**config.mk**
```make
export PLATFORM = sky130hd
export DESIGN_NAME = keypad_preset_writer
export DESIGN_NICKNAME = d
export VERILOG_FILES = /design/src/rtl/keypad_preset_writer_pkg.sv /design/src/rtl/keypad_preset_writer_matrix_scan.sv /design/src/rtl/keypad_preset_writer.sv
export SDC_FILE = /design/constraint.sdc
export NUM_CORES = 1
export LEC_CHECK = 0
export BUFFER_PORTS_ARGS = -buffer_cell sky130_fd_sc_hd__buf_2
export CORE_MARGIN = 10
export CORE_UTILIZATION = 58
export DETAILED_ROUTE_END_ITERATION = 12
export GPL_TIMING_DRIVEN = 0
export PLACE_DENSITY_LB_ADDON = 0.2
export REMOVE_ABC_BUFFERS = 1
export SYNTH_ARGS = -nofsm -noshare
export SYNTH_HDL_FRONTEND = slang
export SYNTH_SLANG_ARGS = --single-unit
```
**constraint.sdc**
```tcl
create_clock -name clk -period 3.7 [get_ports clk]
set_clock_uncertainty 0.1 [all_clocks]
set_input_delay 0.74 -clock clk [delete_from_list [all_inputs] [get_ports clk]]
set_output_delay 0.74 -clock clk [all_outputs]
set_load 0.01 [all_outputs]
```
**src/rtl/keypad_preset_writer_pkg.sv**
```systemverilog
// Shared definitions for the keypad preset writer.
//   - Logical key values (digits are 0-9; letters and symbols follow).
//   - Preset-time register addresses.
//   - Scan FSM state type.
//   - key_value(): translates a physical key position (row*4 + col) into its logical key value.
package keypad_preset_writer_pkg;

    localparam logic [3:0] KEY_A    = 4'd10;
    localparam logic [3:0] KEY_B    = 4'd11;
    localparam logic [3:0] KEY_C    = 4'd12;
    localparam logic [3:0] KEY_D    = 4'd13;
    localparam logic [3:0] KEY_STAR = 4'd14;
    localparam logic [3:0] KEY_HASH = 4'd15;

    localparam logic ADDR_RED    = 1'b0;
    localparam logic ADDR_YELLOW = 1'b1;

    typedef enum logic [1:0] {
        ST_SCAN     = 2'd0,
        ST_DEBOUNCE = 2'd1,
        ST_RELEASE  = 2'd2
    } scan_state_e;

    // Keypad layout, by row: 1 2 3 A / 4 5 6 B / 7 8 9 C / * 0 # D
    function automatic logic [3:0] key_value(input logic [3:0] pos);
        logic [3:0] v;
        case (pos)
            4'd0:    v = 4'd1;
            4'd1:    v = 4'd2;
            4'd2:    v = 4'd3;
            4'd3:    v = KEY_A;
            4'd4:    v = 4'd4;
            4'd5:    v = 4'd5;
            4'd6:    v = 4'd6;
            4'd7:    v = KEY_B;
            4'd8:    v = 4'd7;
            4'd9:    v = 4'd8;
            4'd10:   v = 4'd9;
            4'd11:   v = KEY_C;
            4'd12:   v = KEY_STAR;
            4'd13:   v = 4'd0;
            4'd14:   v = KEY_HASH;
            default: v = KEY_D;
        endcase
        return v;
    endfunction

endpackage

```
**src/rtl/keypad_preset_writer_matrix_scan.sv**
```systemverilog
// Matrix keypad scanner with debounce and release wait.
// Ports:
//   clk, reset   system clock, asynchronous active-high reset
//   row_in[3:0]  keypad rows, active-low
//   col_out[3:0] column drive, exactly one column low
//   key_valid    one-cycle pulse per accepted press
//   key_code     physical position of the last accepted key (row*4 + col)
// Rows are sampled on the last cycle of each SCAN_DIV-cycle step. The detecting
// sample counts as the first of the DEBOUNCE_N matching samples (DEBOUNCE_N >= 2).
module keypad_matrix_scan
    import keypad_preset_writer_pkg::*;
#(
    parameter int SCAN_DIV   = 50000,
    parameter int DEBOUNCE_N = 20
) (
    input  logic       clk,
    input  logic       reset,
    input  logic [3:0] row_in,
    output logic [3:0] col_out,
    output logic       key_valid,
    output logic [3:0] key_code
);

    localparam int DIV_W = $clog2(SCAN_DIV + 1);
    localparam int CNT_W = $clog2(DEBOUNCE_N + 1);
    localparam logic [DIV_W-1:0] DIV_LAST = DIV_W'(SCAN_DIV - 1);
    localparam logic [CNT_W-1:0] CNT_LAST = CNT_W'(DEBOUNCE_N - 1);

    scan_state_e      state_q;
    logic [DIV_W-1:0] div_q;
    logic [CNT_W-1:0] cnt_q;
    logic [1:0]       col_q;
    logic [1:0]       row_q;
    logic [3:0]       col_out_q;
    logic             key_valid_q;
    logic [3:0]       key_code_q;

    logic       sample;
    logic       any_low;
    logic [1:0] low_row;

    // Lowest-index low row wins when several rows are pressed in one column.
    always_comb begin
        sample  = (div_q == DIV_LAST);
        any_low = ~&row_in;
        low_row = 2'd0;
        for (int i = 3; i >= 0; i--) begin
            if (!row_in[i]) low_row = 2'(i);
        end
    end

    always_ff @(posedge clk or posedge reset) begin
        if (reset) begin
            state_q     <= ST_SCAN;
            div_q       <= '0;
            cnt_q       <= '0;
            col_q       <= 2'd0;
            row_q       <= 2'd0;
            col_out_q   <= 4'b1110;
            key_valid_q <= 1'b0;
            key_code_q  <= 4'd0;
        end else begin
            key_valid_q <= 1'b0;
            div_q       <= sample ? '0 : div_q + 1'b1;
            if (sample) begin
                case (state_q)
                    ST_SCAN: begin
                        if (any_low) begin
                            row_q   <= low_row;
                            cnt_q   <= CNT_W'(1);
                            state_q <= ST_DEBOUNCE;
                        end else begin
                            col_q     <= col_q + 2'd1;
                            col_out_q <= {col_out_q[2:0], col_out_q[3]};
                        end
                    end
                    ST_DEBOUNCE: begin
                        if (any_low && (low_row == row_q)) begin
                            if (cnt_q == CNT_LAST) begin
                                key_valid_q <= 1'b1;
                                key_code_q  <= {row_q, col_q};
                                cnt_q       <= '0;
                                state_q     <= ST_RELEASE;
                            end else begin
                                cnt_q <= cnt_q + 1'b1;
                            end
                        end else begin
                            // Bounce: drop the candidate silently and resume scanning.
                            state_q   <= ST_SCAN;
                            col_q     <= col_q + 2'd1;
                            col_out_q <= {col_out_q[2:0], col_out_q[3]};
                        end
                    end
                    ST_RELEASE: begin
                        if (!any_low) begin
                            if (cnt_q == CNT_LAST) begin
                                cnt_q     <= '0;
                                state_q   <= ST_SCAN;
                                col_q     <= col_q + 2'd1;
                                col_out_q <= {col_out_q[2:0], col_out_q[3]};
                            end else begin
                                cnt_q <= cnt_q + 1'b1;
                            end
                        end else begin
                            cnt_q <= '0;
                        end
                    end
                    default: state_q <= ST_SCAN;
                endcase
            end
        end
    end

    assign col_out   = col_out_q;
    assign key_valid = key_valid_q;
    assign key_code  = key_code_q;

endmodule

```
**src/rtl/keypad_preset_writer.sv**
```systemverilog
// Keypad entry of red/yellow preset durations with one-cycle write strobes.
// Ports:
//   clk, reset       system clock, asynchronous active-high reset
//   row_in[3:0]      keypad rows (active-low);  col_out[3:0] column drive
//   key_valid        one-cycle pulse per accepted key; key_code = row*4 + col
//   entry_bcd[7:0]   {tens, ones} being entered;  entry_addr  0 = red, 1 = yellow
//   wr_cs, wr_en     high together for one cycle per write
//   wr_addr, wr_data write address/value (wr_data holds after the strobe)
//   err              one-cycle pulse when a zero value is committed
// Keys: digits shift in, A/B select red/yellow, C clears, D commits, * and # ignored.
module keypad_preset_writer
    import keypad_preset_writer_pkg::*;
#(
    parameter int SCAN_DIV   = 50000,
    parameter int DEBOUNCE_N = 20,
    parameter int DATA_W     = 6
) (
    input  logic              clk,
    input  logic              reset,
    input  logic [3:0]        row_in,
    output logic [3:0]        col_out,
    output logic              key_valid,
    output logic [3:0]        key_code,
    output logic [7:0]        entry_bcd,
    output logic              entry_addr,
    output logic              wr_cs,
    output logic              wr_en,
    output logic              wr_addr,
    output logic [DATA_W-1:0] wr_data,
    output logic              err
);

    localparam int unsigned MAX_V = (2 ** DATA_W) - 1;

    logic       kv;
    logic [3:0] kc;

    keypad_matrix_scan #(
        .SCAN_DIV   (SCAN_DIV),
        .DEBOUNCE_N (DEBOUNCE_N)
    ) u_scan (
        .clk       (clk),
        .reset     (reset),
        .row_in    (row_in),
        .col_out   (col_out),
        .key_valid (kv),
        .key_code  (kc)
    );

    logic [3:0]        tens_q, ones_q;
    logic              addr_q;
    logic              wr_en_q;
    logic              wr_addr_q;
    logic [DATA_W-1:0] wr_data_q;
    logic              err_q;

    logic [3:0]        key_val_d;
    logic [6:0]        bin_d;
    logic [DATA_W-1:0] sat_d;

    always_comb begin
        key_val_d = key_value(kc);
        bin_d     = 7'(tens_q) * 7'd10 + 7'(ones_q);
        sat_d     = (32'(bin_d) > MAX_V) ? DATA_W'(MAX_V) : DATA_W'(bin_d);
    end

    always_ff @(posedge clk or posedge reset) begin
        if (reset) begin
            tens_q    <= 4'd0;
            ones_q    <= 4'd0;
            addr_q    <= ADDR_RED;
            wr_en_q   <= 1'b0;
            wr_addr_q <= 1'b0;
            wr_data_q <= '0;
            err_q     <= 1'b0;
        end else begin
            wr_en_q <= 1'b0;
            err_q   <= 1'b0;
            if (kv) begin
                if (key_val_d <= 4'd9) begin
                    tens_q <= ones_q;
                    ones_q <= key_val_d;
                end else begin
                    case (key_val_d)
                        KEY_A: addr_q <= ADDR_RED;
                        KEY_B: addr_q <= ADDR_YELLOW;
                        KEY_C: begin
                            tens_q <= 4'd0;
                            ones_q <= 4'd0;
                        end
                        KEY_D: begin
                            if (bin_d == 7'd0) begin
                                err_q <= 1'b1;
                            end else begin
                                wr_en_q   <= 1'b1;
                                wr_addr_q <= addr_q;
                                wr_data_q <= sat_d;
                            end
                            tens_q <= 4'd0;
                            ones_q <= 4'd0;
                        end
                        default: ;
                    endcase
                end
            end
        end
    end

    assign key_valid  = kv;
    assign key_code   = kc;
    assign entry_bcd  = {tens_q, ones_q};
    assign entry_addr = addr_q;
    assign wr_cs      = wr_en_q;
    assign wr_en      = wr_en_q;
    assign wr_addr    = wr_addr_q;
    assign wr_data    = wr_data_q;
    assign err        = err_q;

endmodule

```
==> results.ini, run 1 <==
[routing]
drtPass1Iterations = 4
ant_nets = 0
vias_per_cell = 5.86
drc = 0
wl_per_cell_um = 15.1
vias = 2252
drt-initial-drc-count = 109
finalWirelength_um = 5790

[die]
die_y_um = 92.0
start_util = 0.593
dieArea_um2 = 8470
die_w_um = 92.0
boundaryPins = 34
std_cell_rows = 26
coreArea_um2 = 5070

[job]
max-cap-violations = 0

[critical_path]
critPathTopFamily = compound AO/OA/AOI/OAI gates
critical_path.max_fanout = 6
path_cells = ha_1 -> ha_1 -> fa_1 -> a21bo_2 -> o22ai_1 -> a2111oi_2 -> a211oi_2 -> mux2_2
rr_endpoint = wr_data[4]
ff2ff_path_depth = 8
worstSetupEndpointType = flop
max_stage_delay_ps = 530
crit_arrival_ps = 3330
crit_path_frequent_cell = ha_1
r2r_slack_ps = 480
criticalPathCategory = reg2reg
start_kind = flop
cp.required_ps = 3810
rr_startpoint = tens_q[1]
crit_buf_inv = 0
slowest_stage = fa_1

[timing]
rsz0062_at_grt = no
timing.final.crit_share = 0.870
finalCriticalPeriod_ps = 3220
maxSlewViolCount = 0
tightest_slew_ps = 1210
holdWs_ps = 270
fin_tns_setup_ps = 0
slew_headroom = 0.184
max_freq_mhz = 311
worst_slack_ps = 482
hold_viol = 0
setup_viol = 0

[global_route]
antenna_found_initial = 0
grt_pass1_wl_um = 10200
grt.total_usage = 0.143
grt_max_degree = 41
grt_pass1_vias = 2286
grt_overflow = 0

[finish]
fin_util = 0.664
nets = 338
antenna-diode-count = 0
layout-drive-gt1-share = 0.226
syn_to_final_growth_pct = 12.0

[clocking]
cts.clk_slew.worst_paths_ps = 110
cts.sinks = 54
cts-buffers-inserted = 5
clock_insertion_delay_worst_skew_ps = 310
cts_resized = 0
cts_buffer_depth = 2
h-tree-depth = 2
cts_tree = built
hold_buffers = 0
cts_setup_buffers = 0
clockRootBuffer = clkbuf_8

[yosys]
synth_area_leaders = dfrtp_1 (42%), ha_1 (7.1%), mux2_2 (4.9%)
netlist.area_leader.share = 0.424
syn_area_per_cell_um2 = 10.8
synth_edf_count = 0
ys_seq_elements = 54
yosysTopAreaCell = dfrtp_1
mappedNetlistArea_um2 = 3010
postSynthCellCount = 279
synth_ff_type = dfrtp_1
yosys_warnings = 0
yosysUniqueCellTypes = 60
synthArstFlopShare = 1.00
ys_seq_area_frac = 0.450

[placed_design]
pre_cts_ws_ps = 528
port_buffers = 33
gp_congestion = 0.835
dp_hpwl_um = 4420

[pwr]
irDropWorstVdd_v = 0.000198
p_per_area_nw_per_um2 = 304
p_leak_nw = 1.68
power_mw = 1.02

[run_status]
status = complete, no violations

[worst_hold_path]
holdCritPathClass = in2async

[cell usage in the layout (no fill, tap or decap), types with 6 or more instances in the layout]
master	instances
a31oi_1	6
nor2_1	15
dfrtp_1	51
a21oi_1	10
xor2_1	9
o21ai_0	10
xnor2_1	9
mux2_2	13
nand3_1	9
ha_1	17
o31ai_1	6
buf_2	33
inv_1	8
nand2_1	19
nand2b_1	9
a22o_1	6
[layout make-up]
type / count / area (um2)
fill: 428 / 1710
multi-input combinational: 209 / 1590
sequential: 54 / 1360
timing repair buffer: 34 / 185
tap: 70 / 87.6
clock buffer: 5 / 68.8
clock inverter: 3 / 48.8
inverter: 9 / 33.8
[per-layer routing]
layer  vias to the layer above  wire length [um]  GRT usage
met5                         -                 0          0
met4                         0                91     0.0501
met3                         8               273     0.0375
met2                        39              2990      0.259
met1                      1108              2430      0.158
li1                       1097                 -          -
[logic make-up after synthesis]
| group | count (synthesis) | share of synthesized area |
|---|---|---|
| AOI/OAI and AO/OA | 65 | 0.159 |
| xor gates and xnor gates | 18 | 0.0524 |
| adders and majority gates | 19 | 0.0840 |
| buffers and inverters | 16 | 0.0212 |
| DFF | 54 | 0.450 |
| muxes | 15 | 0.0553 |
| and+or+nand+nor | 92 | 0.178 |
[Yosys cell counts (2+ instances only)]
| master | number |
|---|---|
| a211oi_1 | 2 |
| o31ai_1 | 6 |
| ha_1 | 17 |
| nand2b_1 | 9 |
| clkbuf_1 | 6 |
| xnor2_1 | 9 |
| inv_1 | 9 |
| fa_1 | 2 |
| o21ai_0 | 10 |
| o2111ai_1 | 2 |
| nor2_1 | 15 |
| nand2_1 | 19 |
| o21a_1 | 2 |
| a31oi_1 | 6 |
| o22a_1 | 3 |
| nor3_1 | 2 |
| or4b_1 | 2 |
| or2_2 | 2 |
| nand3_1 | 9 |
| dfstp_2 | 3 |
| nor2b_1 | 5 |
| a22o_1 | 6 |
| and3_1 | 5 |
| mux2i_1 | 2 |
| a21oi_1 | 10 |
| nor4_1 | 3 |
| a21bo_2 | 2 |
| or3_1 | 4 |
| dfrtp_1 | 51 |
| mux2_2 | 13 |
| nand4_1 | 3 |
| a21o_1 | 2 |
| and4_1 | 3 |
| xor2_1 | 9 |
[how the worst max path moves through the flow]
stage | cells after the start | end | slack, ps | from
2_1_floorplan | 8 | wr_addr | 780 | tens_q[1]
3_3_place_gp | 8 | wr_addr | 550 | tens_q[1]
3_5_place_dp | 8 | wr_data[4] | 530 | tens_q[1]
4_1_cts | 8 | wr_data[4] | 510 | tens_q[1]
5_1_grt | 8 | wr_addr | 350 | tens_q[1]
6_report | 8 | wr_data[4] | 480 | tens_q[1]
[state kept, by name, indices dropped and copies added, names as in the netlist]
register,count
u_scan.key_valid,1
err,1
ones_q,4
tens_q,4
wr_cs,1
entry_addr,1
wr_data,6
u_scan.col_out,4
u_scan.cnt_q,5
u_scan.col_q,2
u_scan.key_code,4
u_scan.state_q,2
u_scan.row_q,2
wr_addr,1
u_scan.div_q,16
[power breakdown]
group          leakage (nW)  switching [mW]  internal, mW
clock network        0.0563           0.205         0.206
registers             0.729               0         0.590
logic                 0.897          0.0161       0.00601
total                  1.68           0.221         0.802
[through the flow]
step | cells | area (um2)
6_report | 384 | 3370
4_1_cts | 384 | 3370
2_1_floorplan | 272 | 2980
5_1_grt | 384 | 3370
3_5_place_dp | 376 | 3250
3_3_place_gp | 375 | 3230
(Power assumes the default switching activity.)
==> inputs of run 2 (changes only) <==
--- a/config.mk
+++ b/config.mk
@@ -7,7 +7,7 @@
 export LEC_CHECK = 0
 export BUFFER_PORTS_ARGS = -buffer_cell sky130_fd_sc_hd__buf_2
 export CORE_MARGIN = 10
-export CORE_UTILIZATION = 58
+export CORE_UTILIZATION = 40
 export DETAILED_ROUTE_END_ITERATION = 12
 export GPL_TIMING_DRIVEN = 0
 export PLACE_DENSITY_LB_ADDON = 0.2
==> constraint.sdc (replaced) <==
create_clock -name clk -period 2.8 [get_ports clk]
set_clock_uncertainty 0.1 [all_clocks]
set_input_delay 0.56 -clock clk [delete_from_list [all_inputs] [get_ports clk]]
set_output_delay 0.56 -clock clk [all_outputs]
set_load 0.01 [all_outputs]
==> run 2 against run 1 <==
The flow now finishes with violations (setup timing). Critical path depth unchanged. Global-route usage shrank 2.8 points. Via count fell by 0.80%. First-iteration DRC count decreased by 39%. Design area up 6.8%. Flip-flop and latch count unchanged. Sequential share of layout area is 2.5 points lower. Routed wire length up 13%. Sequential power grew 32%. Worst hold slack lost 200 ps. Clock power is 8.8% higher.
==> results.ini, run 2 (same netlist as run 1, synthesis figures left out) <==
[die]
std_cell_rows = 31  ; was 26
die_y_um = 107  ; was 92.0 um
die_w_um = 107  ; was 92.0 um
boundaryPins = 34  ; unchanged
coreArea_um2 = 7290  ; was 5070 um2
dieArea_um2 = 11400  ; was 8470 um2
start_util = 0.413  ; was 0.593

[global_route]
grt_pass1_wl_um = 10800  ; was 10200 um
antenna_found_initial = 0  ; unchanged
grt_overflow = 0  ; unchanged
grt_pass1_vias = 2194  ; was 2286
grt_max_degree = 43  ; was 41
grt.total_usage = 0.115  ; was 0.143

[routing]
ant_nets = 0  ; unchanged
drtPass1Iterations = 4  ; unchanged
drt-initial-drc-count = 67  ; was 109
vias_per_cell = 5.33  ; was 5.86
finalWirelength_um = 6550  ; was 5790 um
drc = 0  ; unchanged
wl_per_cell_um = 15.6  ; was 15.1 um
vias = 2234  ; was 2252

[critical_path]
worstSetupEndpointType = flop  ; unchanged
r2r_slack_ps = -40  ; was 480 ps
crit_buf_inv = 0  ; unchanged
rr_startpoint = tens_q[3]  ; was tens_q[1]
critPathTopFamily = adder cells  ; was compound AO/OA/AOI/OAI gates
max_stage_delay_ps = 560  ; was 530 ps
critical_path.max_fanout = 5  ; was 6
ff2ff_path_depth = 8  ; unchanged
crit_arrival_ps = 2950  ; was 3330 ps
slowest_stage = fa_2  ; was fa_1
start_kind = flop  ; unchanged
rr_endpoint = wr_data[4]  ; unchanged
crit_path_frequent_cell = ha_4  ; was ha_1
criticalPathCategory = reg2reg  ; unchanged
path_cells = ha_4 -> ha_4 -> fa_2 -> a21bo_4 -> o22ai_4 -> a2111oi_4 -> a211oi_4 -> mux2_4  ; was ha_1 -> ha_1 -> fa_1 -> a21bo_2 -> o22ai_1 -> a2111oi_2 -> a211oi_2 -> mux2_2
cp.required_ps = 2910  ; was 3810 ps

[job]
max-cap-violations = 0  ; unchanged

[timing]
finalCriticalPeriod_ps = 2840  ; was 3220 ps
worst_slack_ps = -39.5  ; was 482 ps
max_freq_mhz = 352  ; was 311 MHz
rsz0062_at_grt = yes  ; was no
timing.final.crit_share = 1.01  ; was 0.870
setup_viol = 3  ; was 0
tightest_slew_ps = 1000  ; was 1210 ps
hold_viol = 0  ; unchanged
slew_headroom = 0.328  ; was 0.184
fin_tns_setup_ps = -101  ; was 0 ps
maxSlewViolCount = 0  ; unchanged

[clocking]
cts_buffer_depth = 2  ; unchanged
cts.clk_slew.worst_paths_ps = 110  ; about the same
cts.sinks = 54  ; unchanged
cts-buffers-inserted = 5  ; unchanged
hold_buffers = 0  ; unchanged
cts_tree = built  ; unchanged
clockRootBuffer = clkbuf_8  ; unchanged
clock_insertion_delay_worst_skew_ps = 310  ; about the same
h-tree-depth = 2  ; unchanged

[finish]
final_cell_mix = dfrtp_1 (49), buf_2 (33), nand2_1 (19), nor2_1 (15), ha_1 (13)  ; was dfrtp_1 (51), buf_2 (33), nand2_1 (19), ha_1 (17), nor2_1 (15)
syn_to_final_growth_pct = 19.6  ; was 12.0%
largest-register = u_scan.div_q  ; unchanged
layout_commonest_cell = dfrtp_1  ; unchanged
multiInputGateArea_um2 = 1760  ; was 1590 um2
fin_area_um2 = 3600  ; was 3370 um2
nets = 344  ; was 338
antenna-diode-count = 0  ; unchanged
fin_util = 0.493  ; was 0.664
layout-drive-gt1-share = 0.294  ; was 0.226
fillCellCount = 676  ; was 428
seqCellArea_um2 = 1360  ; about the same
largest_reg_flops = 16  ; unchanged

[run_status]
violations = setup timing
status = complete, but fails checks  ; was complete, no violations

[placed_design]
dp_hpwl_um = 4590  ; was 4420 um
port_buffers = 33  ; unchanged
gp_congestion = 0.778  ; was 0.835
placement.cell_area_um2 = 3290  ; was 3250 um2

[pwr]
p_leak_nw = 1.69  ; was 1.68 nW
p_per_area_nw_per_um2 = 349  ; was 304 nW/um2
power_mw = 1.26  ; was 1.02 mW
irDropWorstVdd_v = 0.000187  ; was 0.000198 V

[worst_hold_path]
holdCritPathClass = in2async  ; unchanged

-- run 2: routing by layer --
metal	routed length, um	up-vias	GRT usage
met5	0	-	0
met2	3450	25	0.209
li1	-	1108	-
met3	195	9	0.0269
met4	120	0	0.0368
met1	2780	1092	0.129
-- run 2: cell type report --
| class | count | share of cell area |
|---|---|---|
| tap | 99 | 0.0344 |
| clock buffer | 5 | 0.0191 |
| sequential | 54 | 0.377 |
| multi-input combinational | 209 | 0.489 |
| clock inverter | 3 | 0.00661 |
| inverter | 9 | 0.00939 |
| timing repair buffer | 40 | 0.0640 |
-- run 2: repair_timing --
action                                 in CTS  in global routing
setup buffers                               6                  0
endpoints found under the hold margin       0                  0
gates cloned                                0                  0
resized for setup                          20                  6
pin swaps                                   8                  6
setup endpoints to repair                  16                 10
-- run 2: stage by stage --
stage / setup WS [ps] / hold slack (ps) / cells
2_1_floorplan: -120 / 342 / 272
3_3_place_gp: -408 / 361 / 404
3_5_place_dp: -422 / 365 / 405
4_1_cts: -65.4 / 70.8 / 419
5_1_grt: -130 / 90.5 / 419
6_report: -39.5 / 72.0 / 419
-- run 2: worst reg2reg max path, delay by kind of cell (launching register included) --
family	cells	cell delay (ps)
adders and majority gates	3	970
AOI/OAI and AO/OA	4	900
DFF	1	430
muxes	1	340
-- run 2: worst max path at each step --
stage / to / from / cells after the start
3_5_place_dp: wr_data[4] / tens_q[1] / 8
5_1_grt: wr_data[0] / tens_q[3] / 9
6_report: wr_data[4] / tens_q[3] / 8
4_1_cts: wr_data[0] / tens_q[3] / 8
2_1_floorplan: wr_addr / tens_q[1] / 8
3_3_place_gp: wr_addr / tens_q[1] / 8
-- run 2: where the power goes --
group / total [mW] / switching (mW) / internal, mW
clock: 0.447 / 0.268 / 0.179
sequential: 0.779 / 0 / 0.779
combinational: 0.0292 / 0.0213 / 0.00795
